`src/rtl/eta_adder_arbiter.sv`:
```
// eta_adder_arbiter: round-robin arbiter in front of one shared 8-bit
// error-tolerant (ETA) approximate adder. Each transaction returns the
// approximate sum, the exact sum and a mismatch flag. Saturating operation
// and error counters allow the adder's accuracy to be characterised.
module eta_adder_arbiter #(
  parameter int unsigned NUM_REQ = 4,
  parameter int unsigned ID_W    = 2
) (
  input  logic                   clk,
  input  logic                   rst,
  input  logic [NUM_REQ-1:0]     req_valid,
  output logic [NUM_REQ-1:0]     req_ready,
  input  logic [8*NUM_REQ-1:0]   req_a,
  input  logic [8*NUM_REQ-1:0]   req_b,
  output logic                   res_valid,
  input  logic                   res_ready,
  output logic [8:0]             res_sum,
  output logic [8:0]             res_exact,
  output logic [ID_W-1:0]        res_id,
  output logic                   res_err,
  input  logic                   clr_stats,
  output logic [15:0]            op_count,
  output logic [15:0]            err_count
);

  localparam int unsigned PW = ID_W + 1;

  typedef enum logic [1:0] {
    IDLE,
    CALC,
    HOLD
  } state_t;

  state_t          state_q;
  logic [ID_W-1:0] rr_ptr_q, rr_ptr_d;
  logic [ID_W-1:0] id_q;
  logic [7:0]      a_q, b_q;

  logic            res_valid_q;
  logic [8:0]      res_sum_q, res_exact_q;
  logic [ID_W-1:0] res_id_q;
  logic            res_err_q;
  logic [15:0]     op_count_q, op_count_d;
  logic [15:0]     err_count_q, err_count_d;

  logic            grant_vld;
  logic [ID_W-1:0] grant_idx;
  logic [PW-1:0]   probe;

  logic [3:0]      eta_lo;
  logic            eta_c;
  logic [4:0]      eta_hi;
  logic [8:0]      eta_sum;
  logic [8:0]      exact_sum;
  logic            eta_err;

  // Round-robin search: first valid requester at or above rr_ptr, with wrap.
  always_comb begin
    grant_vld = 1'b0;
    grant_idx = '0;
    probe     = '0;
    for (int unsigned off = 0; off < NUM_REQ; off++) begin
      probe = {1'b0, rr_ptr_q} + PW'(off);
      if (probe >= PW'(NUM_REQ)) begin
        probe = probe - PW'(NUM_REQ);
      end
      if (!grant_vld && req_valid[probe[ID_W-1:0]]) begin
        grant_vld = 1'b1;
        grant_idx = probe[ID_W-1:0];
      end
    end
  end

  // Accept strobe: only in IDLE, only for the granted requester, never in reset.
  always_comb begin
    req_ready = '0;
    if (!rst && (state_q == IDLE) && grant_vld) begin
      req_ready[grant_idx] = 1'b1;
    end
  end

  // Pointer advances past the granted requester, wrapping at NUM_REQ.
  always_comb begin
    if (32'(grant_idx) == NUM_REQ - 1) begin
      rr_ptr_d = '0;
    end else begin
      rr_ptr_d = grant_idx + 1'b1;
    end
  end

  // ETA adder: approximate low nibble (OR with XOR lsb), carry guessed from
  // bit 3 only, exact high nibble.
  always_comb begin
    eta_lo    = {a_q[3:1] | b_q[3:1], a_q[0] ^ b_q[0]};
    eta_c     = a_q[3] & b_q[3];
    eta_hi    = {1'b0, a_q[7:4]} + {1'b0, b_q[7:4]} + {4'b0000, eta_c};
    eta_sum   = {eta_hi, eta_lo};
    exact_sum = {1'b0, a_q} + {1'b0, b_q};
    eta_err   = (eta_sum != exact_sum);
  end

  // Saturating statistics; a clear in the same cycle overrides any increment.
  always_comb begin
    op_count_d  = op_count_q;
    err_count_d = err_count_q;
    if (state_q == CALC) begin
      if (op_count_q != '1) begin
        op_count_d = op_count_q + 16'd1;
      end
      if (eta_err && (err_count_q != '1)) begin
        err_count_d = err_count_q + 16'd1;
      end
    end
    if (clr_stats) begin
      op_count_d  = '0;
      err_count_d = '0;
    end
  end

  // Control FSM with registered operands, results and counters.
  always_ff @(posedge clk) begin
    if (rst) begin
      state_q     <= IDLE;
      rr_ptr_q    <= '0;
      id_q        <= '0;
      a_q         <= '0;
      b_q         <= '0;
      res_valid_q <= 1'b0;
      res_sum_q   <= '0;
      res_exact_q <= '0;
      res_id_q    <= '0;
      res_err_q   <= 1'b0;
      op_count_q  <= '0;
      err_count_q <= '0;
    end else begin
      op_count_q  <= op_count_d;
      err_count_q <= err_count_d;
      case (state_q)
        IDLE: begin
          if (grant_vld) begin
            a_q      <= req_a[{grant_idx, 3'b000} +: 8];
            b_q      <= req_b[{grant_idx, 3'b000} +: 8];
            id_q     <= grant_idx;
            rr_ptr_q <= rr_ptr_d;
            state_q  <= CALC;
          end
        end
        CALC: begin
          res_sum_q   <= eta_sum;
          res_exact_q <= exact_sum;
          res_id_q    <= id_q;
          res_err_q   <= eta_err;
          res_valid_q <= 1'b1;
          state_q     <= HOLD;
        end
        HOLD: begin
          if (res_ready) begin
            res_valid_q <= 1'b0;
            state_q     <= IDLE;
          end
        end
        default: state_q <= IDLE;
      endcase
    end
  end

  assign res_valid = res_valid_q;
  assign res_sum   = res_sum_q;
  assign res_exact = res_exact_q;
  assign res_id    = res_id_q;
  assign res_err   = res_err_q;
  assign op_count  = op_count_q;
  assign err_count = err_count_q;

endmodule

```
`config.mk`:
```
export PLATFORM = sky130hd
export DESIGN_NAME = eta_adder_arbiter
export DESIGN_NICKNAME = d
export VERILOG_FILES = /design/src/rtl/eta_adder_arbiter.sv
export SDC_FILE = /design/constraint.sdc
export NUM_CORES = 1
export LEC_CHECK = 0
export ABC_AREA = 1
export CAP_MARGIN = 20
export CORE_UTILIZATION = 50
export CTS_CLUSTER_SIZE = 10
export DETAILED_ROUTE_END_ITERATION = 8
export PLACE_DENSITY_LB_ADDON = 0.15
export RECOVER_POWER = 100
export SLEW_MARGIN = 10
export SYNTH_ARGS = -nofsm -noshare
export SYNTH_HDL_FRONTEND = slang
export SYNTH_SLANG_ARGS = --single-unit
```
`constraint.sdc`:
```
create_clock -name clk -period 2.7 [get_ports clk]
set_input_delay 0.27 -clock clk [delete_from_list [all_inputs] [get_ports clk]]
set_output_delay 0.27 -clock clk [all_outputs]
set_load 0.01 [all_outputs]
```
# After elaboration in Yosys (flattened, before gate mapping)
# Index checks and enable logic that the tools add are counted.
# Widths: inputs -> output; s select.
[totals] inputBits=72 word_cells=96 register_bits=76
[op_classes] n_reduce_logical=19 eq_ne=8 n_lt_le_gt_ge=10 shift=2 n_bitwise=3 mux=29 add_sub_neg=13
[op_table] cell="$shiftx 32x6->8" count=2
[op_table] cell="$add 16x1->16 const B" count=2
[op_table] cell="$ne 16x16->1 const B" count=2
[op_table] cell="$mux 2" count=11
[op_table] cell="$lt 2x3->1 const B" count=5
[op_table] cell="$mux 1" count=10
[op_table] cell="$reduce_and 2->1" count=5
[op_table] cell="$add 8x8->9" count=1
[op_table] cell="$ge 3x3->1 const B" count=3
[op_table] cell="$ne 9x9->1" count=1
[op_table] cell="$bmux 1 s2" count=4
[op_table] cell="$sub 2x1->2 const B" count=4
[op_table] cell="$logic_and 1x1->1" count=7
[op_table] cell="$add 2x2->3 const B" count=2
[op_table] cell="$pmux 2 s3" count=1
[op_table] cell="$add 4x4->5" count=1
[op_table] cell="$add 5x1->5" count=1
[op_table] cell="$eq 2x2->1 const B" count=2
[op_table] cell="$logic_not 1->1" count=4
[op_table] cell="$mux 4" count=1
[op_table] cell="$ne 2x2->1 const B" count=2
[op_table] cell="$add 2x1->3 const B" count=1
[op_table] cell="$ge 2x3->1 const B" count=1
[op_table] cell="$or 3x3->3" count=1
[op_table] cell="10 further kinds" count=10

# Logic depth before layout (Yosys ltp)
[logic_depth] depth_word=19 mapped_depth=17 depth_no_buf=16

# Worst setup path after synthesis
# No wires, ideal clock.
[synth_timing] path_type="reg-to-reg" startpoint="reg a_q[3]" endpoint="reg err_count_q[13], in the netlist err_count[13]" arrival_time_ns=2.185 period_less_slack_ns=2.248 setup_slack_ns=0.452 stages_incl_launch_ff=15 t_required_ns=2.636 path_cell_list="dfxtp_1 > ha_1 > inv_1 > fa_1 > fa_1 > inv_1 > nand4_1 > nand2_1 > nor2_1 > nand4_1 > buf_2 > nand2_1 > nand2_1 > nand2_1 > nor2_1"
[synth_between] elab_chain_len=5 word_cells_on_any_way=7 classes_between="add/sub (2); eq/ne (1); bitwise (2); reduce/logical (2)"
[synth_lines] element="start: declaration" line="37" rtl="logic [7:0] a_q, b_q;"
[synth_lines] element="start signal: assignment" line="141" rtl="a_q <= req_a[{grant_idx, 3'b000} +: 8];"
[synth_lines] element="$and 1x1->1" line="95" rtl="eta_c = a_q[3] & b_q[3];"
[synth_lines] element="$add 5x1->5" line="96" rtl="eta_hi = {1'b0, a_q[7:4]} + {1'b0, b_q[7:4]} + {4'b0000, eta_c};"
[synth_lines] element="$ne 9x9->1 (*)" line="99" rtl="eta_err = (eta_sum != exact_sum);"
[synth_lines] element="$logic_and 1x1->1 (*)" line="110" rtl="if (eta_err && (err_count_q != '1)) begin"
[synth_lines] element="$reduce_and 2->1 (no source line) (*)"
[synth_lines] element="end signal: assignment" line="137" rtl="err_count_q <= err_count_d;"
[synth_lines] element="end: declaration" line="44" rtl="logic [15:0] err_count_q, err_count_d;"
# Mark *: on every way between the ends. The rest lies on a longest branch, timed or not.
# A chain may end at the register's enable or synchronous reset.

# Worst setup path in the final report
[layout_timing] startpoint="reg rr_ptr_q[0]" endpoint="out req_ready[3]"
[layout_between] elab_chain_len=19 word_cells_on_any_way=44 classes_between="add/sub (7); order compare (6); mux (23); reduce/logical (8)"
[layout_lines] element="start: declaration" line="35" rtl="logic [ID_W-1:0] rr_ptr_q, rr_ptr_d;"
[layout_lines] element="start signal: assignment" line="144" rtl="rr_ptr_q <= rr_ptr_d;"
[layout_lines] element="branches (longest 18 deep; another with $add 2x1->3)"
[layout_lines] element="$mux 4 (*)" line="77" rtl="if (!rst && (state_q == IDLE) && grant_vld) begin"
[layout_lines] element="end: declaration" line="12" rtl="output logic [NUM_REQ-1:0] req_ready,"
# Every way passes the cells marked *. The select of a mux whose other input is x is not followed.

==> impl_metrics.json <==
{
  "rsz0062_at_grt": "no",
  "core_sq_um": 9820,
  "wire_per_inst_um": 12.0,
  "ctsHoldBuffers": 0,
  "vias": 5444,
  "crit_path_end_kind": "output port",
  "ir_drop_mv": 0.710,
  "fin_crit_ns": 2.62,
  "ant_nets": 0,
  "cpMaxStageDelayCell": "dfxtp_4",
  "num_rows": 36,
  "area_growth_pct": 31.6,
  "multi_input_area_sq_um": 2810,
  "crit_end": "req_ready[3]",
  "combPwrFrac_pct": 60.1,
  "synth_commonest_cells": "nand2_1, inv_1, nor2_1",
  "vias_per_cell": 5.04,
  "hpwl_um": 10000,
  "die_area_sq_um": 10600,
  "seqPwrFrac_pct": 25.3,
  "drc": 0,
  "drt-initial-drc-count": 270,
  "yosys.cell_types.count": 37,
  "seqCellArea_sq_um": 1510,
  "cts_max_level": 3,
  "finClkSkew_ns": 0.00501,
  "die_x_um": 103,
  "antenna_cells": 0,
  "worstSetupPathType": "flip-flop to output port",
  "stdcell_area_sq_um": 6680,
  "final_nets": 1034,
  "p_clk_share_pct": 14.6,
  "syn-num-nets": 911,
  "worstReg2RegStart": "a_q[3]$_SDFFE_PP0P_",
  "wl_um": 13000,
  "async_reset_ff_share_pct": 0,
  "grt_pass1_vias": 5125,
  "placedInstanceArea_sq_um": 6450,
  "ff2ff_path_depth": 14,
  "grt_antenna_before_repair": 0,
  "max-slew-margin-rel_pct": 28.8,
  "crit_path_max_fanout": 6,
  "worstPathCellList": "clkbuf_2 > nand2_1 > nand2_2 > nand2_1 > nand2_1 > inv_1 > nand3_2 > nand3_2 > nand2_4 > buf_4 > inv_4 > ha_1 > inv_1 > nor2_1 > clkbuf_2",
  "path_clk_slew_ns": 0.07,
  "cpLargestDelayFamily": "simple AND/OR/NAND/NOR gates",
  "overflow": 0,
  "synth_edf_count": 0,
  "worstPathArrival_ns": 2.35,
  "cts.sinks": 75,
  "finalMaxSlewViolations": 0,
  "path_buf_inv": 6,
  "yosysTopAreaCell": "dfxtp_1",
  "synthTopCellsByArea": "dfxtp_1, nand2_1, inv_1",
  "synth.most_common_cell": "nand2_1",
  "netlist.area_leader.share_pct": 29.6,
  "p_switching_mw": 2.87,
  "grt_max_degree": 52,
  "setup_tns_ns": 0,
  "max_stage_delay_ns": 0.38,
  "worstSetupPathDepth": 15,
  "start_util_pct": 51.7,
  "hold_path_class": "flip-flop to flip-flop",
  "cts_root_buffer": "clkbuf_8",
  "power_density_nw_per_um2": 919,
  "fmax_mhz": 382,
  "r2r_setup_slack_ns": 0.27,
  "p_int_mw": 3.27,
  "yosys_most_used_dff": "dfxtp_1",
  "grt.total_usage_pct": 25.8,
  "cts_buffers": 9,
  "yosysSeqAreaShare_pct": 29.6,
  "finalCritPeriodShare_pct": 96.9,
  "die_h_um": 103,
  "port_buffers": 129,
  "drive_above_1_share_pct": 5.81,
  "clock_path_buffers": 2,
  "r2r-end": "err_count[8]$_SDFFE_PP0P_",
  "tightest_slew_ns": 1.07,
  "switching_share_pct": 46.7,
  "maxCapViolCount": 0,
  "synth-seq-cells": 75,
  "worstPathRequired_ns": 2.43,
  "outcome": "finished clean",
  "synthCells": 819,
  "setup_ws_ns": 0.0848,
  "finalHoldViolCount": 0,
  "clk_latency_ns": 0.36,
  "placement.setup.worst_slack_ns": -0.104,
  "ys_warn_count": 0,
  "pin_count": 130,
  "grt_pass1_wl_um": 22000,
  "drt_pass1_iterations": 5,
  "nFillCells": 889,
  "synthesis.area_sq_um": 5080,
  "hold_slack_ns": 0.474,
  "crit_path_start_kind": "flip-flop",
  "crit_start": "rr_ptr_q[0]$_SDFFE_PP0P_",
  "gp_congestion": 0.888,
  "setup_viol": 0,
  "cts_tree": "done",
  "power_leakage_nw": 3.34,
  "cp_common_cell": "nand2_1",
  "syn_area_per_cell_sq_um": 6.20
}
-- cell usage in the layout, fill, tap and decap left out, drive strengths merged, types with 2 or more instances in the layout --
| cell | instances |
|---|---|
| nor3 | 11 |
| xor2 | 8 |
| a31oi | 2 |
| clkdlybuf4s50 | 70 |
| nand4 | 26 |
| dlygate4sd3 | 55 |
| nand3 | 91 |
| o211ai | 2 |
| o21a | 2 |
| o21ai | 31 |
| clkbuf | 20 |
| inv | 153 |
| buf | 12 |
| a21oi | 43 |
| nor2 | 92 |
| nand3b | 19 |
| dfxtp | 75 |
| dlygate4sd2 | 2 |
| clkinv | 5 |
| nor4 | 3 |
| ha | 17 |
| xnor2 | 4 |
| nand2 | 195 |
| fa | 3 |
-- power groups by stage --
stage	sequential (mW)	combinational, mW	clock (mW)
after global routing	1.58	4.20	0.953
after global placement	1.57	3.55	0
final	1.55	3.69	0.896
after CTS	1.56	3.70	0.914
after detailed placement	1.58	3.66	0
after floorplan	1.59	2.67	0
-- worst min path at each step --
stage / start / to / slack, ns / cells past startpoint
detailed placement: res_err$_SDFFE_PP0P_ / res_err$_SDFFE_PP0P_ / 0.47 / 2
floorplan: res_ready / res_valid$_SDFFE_PP0P_ / 0.36 / 1
global route: res_err$_SDFFE_PP0P_ / res_err$_SDFFE_PP0P_ / 0.48 / 2
CTS: res_err$_SDFFE_PP0P_ / res_err$_SDFFE_PP0P_ / 0.48 / 2
finish: res_err$_SDFFE_PP0P_ / res_err$_SDFFE_PP0P_ / 0.47 / 2
global placement: res_err$_SDFFE_PP0P_ / res_err$_SDFFE_PP0P_ / 0.46 / 2
-- tightest hold or removal path: cells and delay by family (launching register included) --
family	cells	cell delay (ns)
flip-flops	1	0.32
AND/OR/NAND/NOR	1	0.06
AO/OA/AOI/OAI	1	0.05
-- layout make-up --
class | instances | share of cell area, %
sequential | 75 | 22.5
clock buffer | 12 | 2.32
clock inverter | 4 | 0.730
tap | 133 | 2.49
inverter | 155 | 8.78
multi-input combinational | 554 | 42.1
timing repair buffer | 147 | 21.1
-- stage by stage --
step           power, mW  utilization (%)  std cells
2_1_floorplan       4.26                -        819
3_3_place_gp        5.12             65.7       1060
3_5_place_dp        5.25             65.7       1060
4_1_cts             6.18             68.0       1079
5_1_grt             6.74             68.1       1080
6_report            6.14             68.1       1080
-- metal layers --
metal,part of all wire (%),global-route usage [%]
met5,0,0
met4,2.0,9.43
met3,5.9,4.95
met2,49,46.8
met1,43,30.2
-- state kept, by name, indices dropped and copies added, names as in the netlist --
| register | flops |
|---|---|
| res_err | 1 |
| op_count | 16 |
| a_q | 8 |
| res_exact | 8 |
| state_q | 2 |
| err_count | 16 |
| b_q | 8 |
| rr_ptr_q | 2 |
| res_valid | 1 |
| res_sum | 9 |
| res_id | 2 |
| id_q | 2 |
-- cell families after synthesis --
logic type               Yosys count  share of synthesized area (%)
XOR/XNOR                          12                           2.07
AO/OA/AOI/OAI                     83                           8.67
buffers and inverters            190                           15.5
AND/OR/NAND/NOR                  439                           38.9
flip-flops                        75                           29.6
adder cells (fa/ha/maj)           20                           5.37
-- timing repair --
item	in CTS	in global routing
pin swaps	1	1
hold endpoints to repair	0	0
setup endpoints to repair	4	11
gates cloned	0	0
gates resized for setup	7	10
setup buffers	3	1
Power figures use the tool's default switching activity.
